### src/rtl/serial_alu_pkg.sv
// -----------------------------------------------------------------------------
// serial_alu_pkg
// Shared definitions for the bit-serial ALU sequencer:
//   - FSM state encodings (ST_IDLE / ST_RUN / ST_DONE) and the state enum
//   - Adder-slice operation constants (OP_ADD, OP_XOR) as {S, M} pairs
// -----------------------------------------------------------------------------
package serial_alu_pkg;

    localparam logic [1:0] ST_IDLE = 2'd0;
    localparam logic [1:0] ST_RUN  = 2'd1;
    localparam logic [1:0] ST_DONE = 2'd2;

    typedef enum logic [1:0] {
        S_IDLE = ST_IDLE,
        S_RUN  = ST_RUN,
        S_DONE = ST_DONE
    } state_e;

    typedef struct packed {
        logic [3:0] s;
        logic       m;
    } slice_op_t;

    // Arithmetic add: S=1001, M=0. Logic XOR: S=0110, M=1.
    localparam slice_op_t OP_ADD = '{s: 4'b1001, m: 1'b0};
    localparam slice_op_t OP_XOR = '{s: 4'b0110, m: 1'b1};

endpackage

### src/rtl/serial_alu_controller_shift_reg.sv
// -----------------------------------------------------------------------------
// serial_shift_reg
// Right-shifting register with parallel load. Used for both operands (serial
// out at bit 0) and for the result (serial in at the MSB).
// Ports:
//   clk, rst      : clock, synchronous active-high reset (clears contents)
//   load          : load parallel_in (has priority over shift)
//   parallel_in   : WIDTH-bit load value
//   shift         : shift right by one, serial_in enters at the MSB
//   serial_in     : bit inserted at the MSB on shift
//   serial_out    : current bit 0
//   parallel_out  : full register contents
// -----------------------------------------------------------------------------
module serial_shift_reg #(
    parameter int unsigned WIDTH = 8
) (
    input  logic             clk,
    input  logic             rst,
    input  logic             load,
    input  logic [WIDTH-1:0] parallel_in,
    input  logic             shift,
    input  logic             serial_in,
    output logic             serial_out,
    output logic [WIDTH-1:0] parallel_out
);

    logic [WIDTH-1:0] data_q;
    logic [WIDTH-1:0] data_d;

    always_comb begin
        data_d = data_q;
        if (load) begin
            data_d = parallel_in;
        end else if (shift) begin
            data_d = {serial_in, data_q[WIDTH-1:1]};
        end
    end

    always_ff @(posedge clk) begin
        if (rst) begin
            data_q <= '0;
        end else begin
            data_q <= data_d;
        end
    end

    assign serial_out   = data_q[0];
    assign parallel_out = data_q;

endmodule

### src/rtl/serial_alu_controller.sv
// -----------------------------------------------------------------------------
// serial_alu_controller
// Bit-serial sequencer driving an external single-bit Adder slice across a
// WIDTH-bit operation, LSB first. The slice carry-out is fed back as the next
// carry-in; result bits are shifted in at the MSB.
// Optional build macro: ZERO_FLAG_EN adds the 'zero' output (result == 0).
// Ports:
//   clk, rst        : clock, synchronous active-high reset
//   start           : request an operation (accepted in IDLE or DONE)
//   op_s, op_m      : slice function select / mode, latched on start
//   carry_in        : initial carry for bit 0
//   opa, opb        : operands
//   busy            : high while the operation runs
//   done            : one-cycle pulse, result/carry_out valid
//   result          : assembled result, held until the next accepted start
//   carry_out       : slice Pout after the MSB
//   zero            : (ZERO_FLAG_EN only) result is all zeros
//   slice_a/b       : operand bits to the slice
//   slice_S/M       : latched function select / mode
//   slice_Pin       : carry flop to the slice
//   slice_F/Pout    : slice result bit / carry-out
// -----------------------------------------------------------------------------
module serial_alu_controller
    import serial_alu_pkg::*;
#(
    parameter int unsigned WIDTH = 8
) (
    input  logic             clk,
    input  logic             rst,
    input  logic             start,
    input  logic [3:0]       op_s,
    input  logic             op_m,
    input  logic             carry_in,
    input  logic [WIDTH-1:0] opa,
    input  logic [WIDTH-1:0] opb,
    output logic             busy,
    output logic             done,
    output logic [WIDTH-1:0] result,
    output logic             carry_out,
`ifdef ZERO_FLAG_EN
    output logic             zero,
`endif
    output logic             slice_a,
    output logic             slice_b,
    output logic [3:0]       slice_S,
    output logic             slice_M,
    output logic             slice_Pin,
    input  logic             slice_F,
    input  logic             slice_Pout
);

    localparam int unsigned CNT_W = $clog2(WIDTH);
    localparam logic [CNT_W-1:0] CNT_LAST = CNT_W'(WIDTH - 1);

    state_e           state_q, state_d;
    logic [CNT_W-1:0] cnt_q, cnt_d;
    logic             carry_q, carry_d;
    logic [3:0]       sel_s_q, sel_s_d;
    logic             sel_m_q, sel_m_d;
    logic             cout_q, cout_d;

    logic             load;
    logic             shift;

    logic             opa_bit, opb_bit, res_bit;
    logic [WIDTH-1:0] opa_par, opb_par, res_par;

`ifdef ZERO_FLAG_EN
    logic sticky_q, sticky_d;
    logic zero_q, zero_d;
`endif

    always_comb begin
        state_d = state_q;
        cnt_d   = cnt_q;
        carry_d = carry_q;
        sel_s_d = sel_s_q;
        sel_m_d = sel_m_q;
        cout_d  = cout_q;
        load    = 1'b0;
        shift   = 1'b0;
`ifdef ZERO_FLAG_EN
        sticky_d = sticky_q;
        zero_d   = zero_q;
`endif
        unique case (state_q)
            S_IDLE, S_DONE: begin
                if (start) begin
                    state_d = S_RUN;
                    load    = 1'b1;
                    cnt_d   = '0;
                    carry_d = carry_in;
                    sel_s_d = op_s;
                    sel_m_d = op_m;
`ifdef ZERO_FLAG_EN
                    sticky_d = 1'b0;
`endif
                end else if (state_q == S_DONE) begin
                    state_d = S_IDLE;
                end
            end
            S_RUN: begin
                shift   = 1'b1;
                carry_d = slice_Pout;
                cnt_d   = cnt_q + CNT_W'(1);
`ifdef ZERO_FLAG_EN
                sticky_d = sticky_q | slice_F;
`endif
                if (cnt_q == CNT_LAST) begin
                    state_d = S_DONE;
                    cout_d  = slice_Pout;
`ifdef ZERO_FLAG_EN
                    // Include the MSB's F, which the sticky flop has not seen yet.
                    zero_d = ~(sticky_q | slice_F);
`endif
                end
            end
            default: begin
                state_d = S_IDLE;
            end
        endcase
    end

    always_ff @(posedge clk) begin
        if (rst) begin
            state_q <= S_IDLE;
            cnt_q   <= '0;
            carry_q <= 1'b0;
            sel_s_q <= '0;
            sel_m_q <= 1'b0;
            cout_q  <= 1'b0;
        end else begin
            state_q <= state_d;
            cnt_q   <= cnt_d;
            carry_q <= carry_d;
            sel_s_q <= sel_s_d;
            sel_m_q <= sel_m_d;
            cout_q  <= cout_d;
        end
    end

`ifdef ZERO_FLAG_EN
    always_ff @(posedge clk) begin
        if (rst) begin
            sticky_q <= 1'b0;
            zero_q   <= 1'b0;
        end else begin
            sticky_q <= sticky_d;
            zero_q   <= zero_d;
        end
    end

    assign zero = zero_q;
`endif

    serial_shift_reg #(.WIDTH(WIDTH)) u_opa_sr (
        .clk          (clk),
        .rst          (rst),
        .load         (load),
        .parallel_in  (opa),
        .shift        (shift),
        .serial_in    (1'b0),
        .serial_out   (opa_bit),
        .parallel_out (opa_par)
    );

    serial_shift_reg #(.WIDTH(WIDTH)) u_opb_sr (
        .clk          (clk),
        .rst          (rst),
        .load         (load),
        .parallel_in  (opb),
        .shift        (shift),
        .serial_in    (1'b0),
        .serial_out   (opb_bit),
        .parallel_out (opb_par)
    );

    // Result register: cleared on start, slice_F enters at the MSB each RUN cycle.
    serial_shift_reg #(.WIDTH(WIDTH)) u_res_sr (
        .clk          (clk),
        .rst          (rst),
        .load         (load),
        .parallel_in  ('0),
        .shift        (shift),
        .serial_in    (slice_F),
        .serial_out   (res_bit),
        .parallel_out (res_par)
    );

    // Only the serial side of the operands and the parallel side of the result
    // are consumed.
    logic unused_sr_bits;
    assign unused_sr_bits = ^{opa_par, opb_par, res_bit};

    assign busy      = (state_q == S_RUN);
    assign done      = (state_q == S_DONE);
    assign result    = res_par;
    assign carry_out = cout_q;
    assign slice_a   = opa_bit;
    assign slice_b   = opb_bit;
    assign slice_S   = sel_s_q;
    assign slice_M   = sel_m_q;
    assign slice_Pin = carry_q;

endmodule

### config.mk
export PLATFORM = sky130hd
export DESIGN_NAME = serial_alu_controller
export DESIGN_NICKNAME = d
export VERILOG_FILES = /design/src/rtl/serial_alu_pkg.sv /design/src/rtl/serial_alu_controller_shift_reg.sv /design/src/rtl/serial_alu_controller.sv
export SDC_FILE = /design/constraint.sdc
export NUM_CORES = 1
export LEC_CHECK = 0
export ABC_CLOCK_PERIOD_IN_PS = 1100
export BUFFER_PORTS_ARGS = -buffer_cell sky130_fd_sc_hd__clkbuf_2
export CELL_PAD_IN_SITES_DETAIL_PLACEMENT = 0
export CELL_PAD_IN_SITES_GLOBAL_PLACEMENT = 1
export CORE_MARGIN = 2
export CORE_UTILIZATION = 32
export DETAILED_ROUTE_END_ITERATION = 8
export HOLD_SLACK_MARGIN = 0.15
export PLACE_DENSITY_LB_ADDON = 0.1
export SKIP_CTS_REPAIR_TIMING = 1
export SLEW_MARGIN = 20
export SYNTH_ARGS = -nofsm -noshare
export SYNTH_HDL_FRONTEND = slang
export SYNTH_SLANG_ARGS = --single-unit
### constraint.sdc
create_clock -name clk -period 1.1 [get_ports clk]
set_input_delay 0.11 -clock clk [delete_from_list [all_inputs] [get_ports clk]]
set_output_delay 0.11 -clock clk [all_outputs]
set_load 0.01 [all_outputs]
==> results.py <==
metrics = {
    "power": {
        "switching_share_pct": 25.2,
        "internal_power_mw": 2.22,
        "ir_worst_vdd_v": 0.000706,
        "power_density_nw_per_um2": 1340,
        "seqPwrFrac_pct": 48.0,
        "clkPwrFrac_pct": 33.7,
        "pwr-share-comb_pct": 18.3,
        "p_sw_uw": 750,
        "leakagePower_nw": 0.909,
        "power_mw": 2.97,
    },
    "route": {
        "dr.pass1.iters": 4,
        "routed_via_density": 4.83,
        "drt_iter0_markers": 48,
        "drc_errors": 0,
        "final_antenna_net_count": 0,
        "routed_wl_mm": 3.64,
        "wl_met3_um": 160,
        "wl_met2_mm": 1.80,
        "vias": 1431,
        "met1_length_mm": 1.66,
        "post_drt_wl_per_cell_um": 12.3,
        "top_layer": "met4",
    },
    "synth": {
        "synthMuxAreaShare_pct": 0.687,
        "synth_edf_count": 0,
        "synth_top_cell_by_area": "dfxtp_1",
        "synthesis.nets": 202,
        "ys_top_cells_by_count": "46 x nand2_1, 36 x dfxtp_1, 19 x a21oi_1",
        "synth-seq-cells": 36,
        "synth.distinct_cells": 21,
        "syn_area_um2": 1460,
        "syn_area_per_cell_um2": 8.42,
        "yosysTopAreaCellShare_pct": 49.5,
        "synthXorXnorAreaFrac_pct": 0,
        "async_flop_share_pct": 0,
        "synth_simple_gate_area_share_pct": 24.1,
        "synth_warnings": 0,
        "yosysMostFrequentCell": "nand2_1",
        "synthAdderAreaFrac_pct": 1.72,
        "seq_area_frac_synth_pct": 49.5,
        "syn_inst": 173,
        "synth_top_family_by_area": "simple AND/OR/NAND/NOR gates",
        "synth_compound_area_share_pct": 17.5,
        "ys.flop_type": "dfxtp_1",
        "ys_top_cells_by_area": "dfxtp_1 49%, nand2_1 12%, a21oi_1 6.5%",
    },
    "worst_setup_path": {
        "worst-path-buf-inv": 3,
        "critical-path-max-stage-delay_ns": 0.32,
        "critPathSlowestCell": "dfxtp_2",
        "reg2reg_from": "state_q[1]",
        "crit_arrival_ns": 1.03,
        "r2r_cells": 5,
        "worstPathMaxFanout": 5,
        "cp.depth": 4,
        "end_kind": "primary output",
        "crit_required_ns": 0.99,
        "critPathLaunch": "state_q[1]",
        "cp_cell_sequence": "nand2b_4 -> inv_4 -> buf_6 -> buf_6",
        "crit_top_cell": "buf_6",
        "crit_family": "flip-flops",
        "criticalPathCategory": "flop to primary output",
        "cp-start-kind": "flop",
    },
    "clock_tree": {
        "cts.sinks": 36,
        "cts_max_path_buffers": 2,
        "tritoncts": "done",
        "cts-root-buf": "clkbuf_8",
        "htreeDepth": 2,
        "insertion_delay_ns": 0.28,
        "cts_buffers": 5,
        "cts.clk_slew.worst_paths_ns": 0.07,
    },
    "placement": {
        "dp_hpwl_mm": 2.50,
        "placedCellCount": 265,
        "placed_cell_area_um2": 1780,
        "gp_congestion": 0.700,
        "port_buffers": 45,
    },
    "sta": {
        "max_freq_mhz": 880,
        "finalCritPeriodShare_pct": 103,
        "relSlewSlack_pct": 76.4,
        "rsz0062_at_grt": "true",
        "hold_violations": 0,
        "setup_viol": 3,
        "worst_slew_pin_slew_ns": 0.353,
        "final.setup_skew_ns": 0.00305,
        "final.setup.worst_slack_ns": -0.0363,
        "period_needed_ns": 1.14,
        "drv_slew": 0,
        "fin_setup_tns_ns": -0.0602,
    },
    "floorplan": {
        "die_area_um2": 5110,
        "die_width_um": 71.5,
        "io_pins": 46,
        "core_um2": 4380,
        "row_count": 24,
        "start_util_pct": 33.2,
        "fp.dieH_um": 71.5,
    },
    "final_layout": {
        "utilization_pct": 50.8,
        "antenna_cells": 0,
        "drive_above_1_share_pct": 37.7,
        "fin_cells": 296,
        "finalInstanceArea_um2": 2230,
        "layout.nets": 273,
        "area_delta_synth_final_pct": 52.8,
    },
    "global_route": {
        "grt_overflow": 0,
        "grt_usage_pct": 14.3,
        "grt_pass1_wl_mm": 5.84,
        "grt_max_degree": 21,
        "antenna_found_initial": 0,
        "grt_pass1_vias": 1305,
    },
    "outcome": {
        "status": "finished with violations",
        "violations": "negative setup slack",
    },
    "min_path": {
        "hp-class": "primary input to flop",
        "holdPathStages": 3,
        "hp-start": "opb[3]",
    },
    "run": {
        "cap_violations": 0,
    },
}
[kinds of logic after synthesis]
logic type	Yosys count
simple gates	82
flops	36
compound gates	35
buf+inv	17
fa+ha+maj	2
mux	1
[power groups by stage]
stage | registers [mW] | clock network (mW) | logic [mW]
floorplan | 1.45 | 0 | 0.257
global placement | 1.45 | 0 | 0.418
detailed placement | 1.45 | 0 | 0.426
CTS | 1.42 | 1.04 | 0.427
global route | 1.44 | 1.09 | 0.595
finish | 1.43 | 1.00 | 0.545
[registers in the layout (all words and copies together) (netlist names)]
| name | count |
|---|---|
| u_opa_sr.parallel_out | 8 |
| u_opb_sr.parallel_out | 8 |
| u_res_sr.parallel_out | 8 |
| slice_M | 1 |
| state_q | 2 |
| slice_S | 4 |
| carry_out | 1 |
| cnt_q | 3 |
| slice_Pin | 1 |
[final timing paths]
kind | end | slack [ns]
worst min register to register | slice_S[1] | 0.46
worst max-delay path | busy | -0.04
worst max register to register | u_opa_sr.parallel_out[5] | -0.02
worst min-delay path | u_opb_sr.parallel_out[3] | 0.13
[layout by cell type (no fill, tap or decap), types with 2 or more instances in the layout]
master / instances
dlygate4sd3_1: 20
buf_12: 4
buf_4: 6
dfxtp_2: 2
a21oi_1: 18
nor3_1: 13
clkbuf_2: 43
dfxtp_1: 33
nand2b_4: 2
nand3_1: 6
nor2_1: 10
nand2_1: 41
buf_6: 7
o22ai_1: 5
clkbuf_8: 7
a311oi_2: 7
nand2_2: 5
[worst register-to-register path, delay by kind of cell (launching register included)]
kind | cells | cell delay (ns)
simple gates | 2 | 0.24
buf+inv | 2 | 0.22
compound gates | 1 | 0.25
flops | 1 | 0.32
[routing by layer]
| layer | global-route usage, % | vias to the layer above |
|---|---|---|
| li1 | - | 733 |
| met1 | 16.9 | 664 |
| met2 | 24.8 | 32 |
| met3 | 5.06 | 2 |
| met4 | 3.77 | 0 |
| met5 | 0 | - |
[final cells by class]
| cell class | instances | area [um^2] |
|---|---|---|
| Tap cell | 52 | 65.1 |
| Sequential cell | 36 | 727 |
| Clock buffer | 7 | 96.3 |
| Fill cell | 444 | 2160 |
| Timing Repair Buffer | 80 | 619 |
| Inverter | 1 | 6.26 |
| Multi-Input combinational cell | 120 | 712 |
[through the flow]
stage	setup WS, ns	hold WS, ns
final	-0.0363	0.129
after CTS	-0.219	0.0420
after detailed placement	-0.0992	0.341
after global routing	-0.0780	0.154
after global placement	-0.0560	0.337
after floorplan	0.0403	0.246
Power figures use the tool's default switching activity.
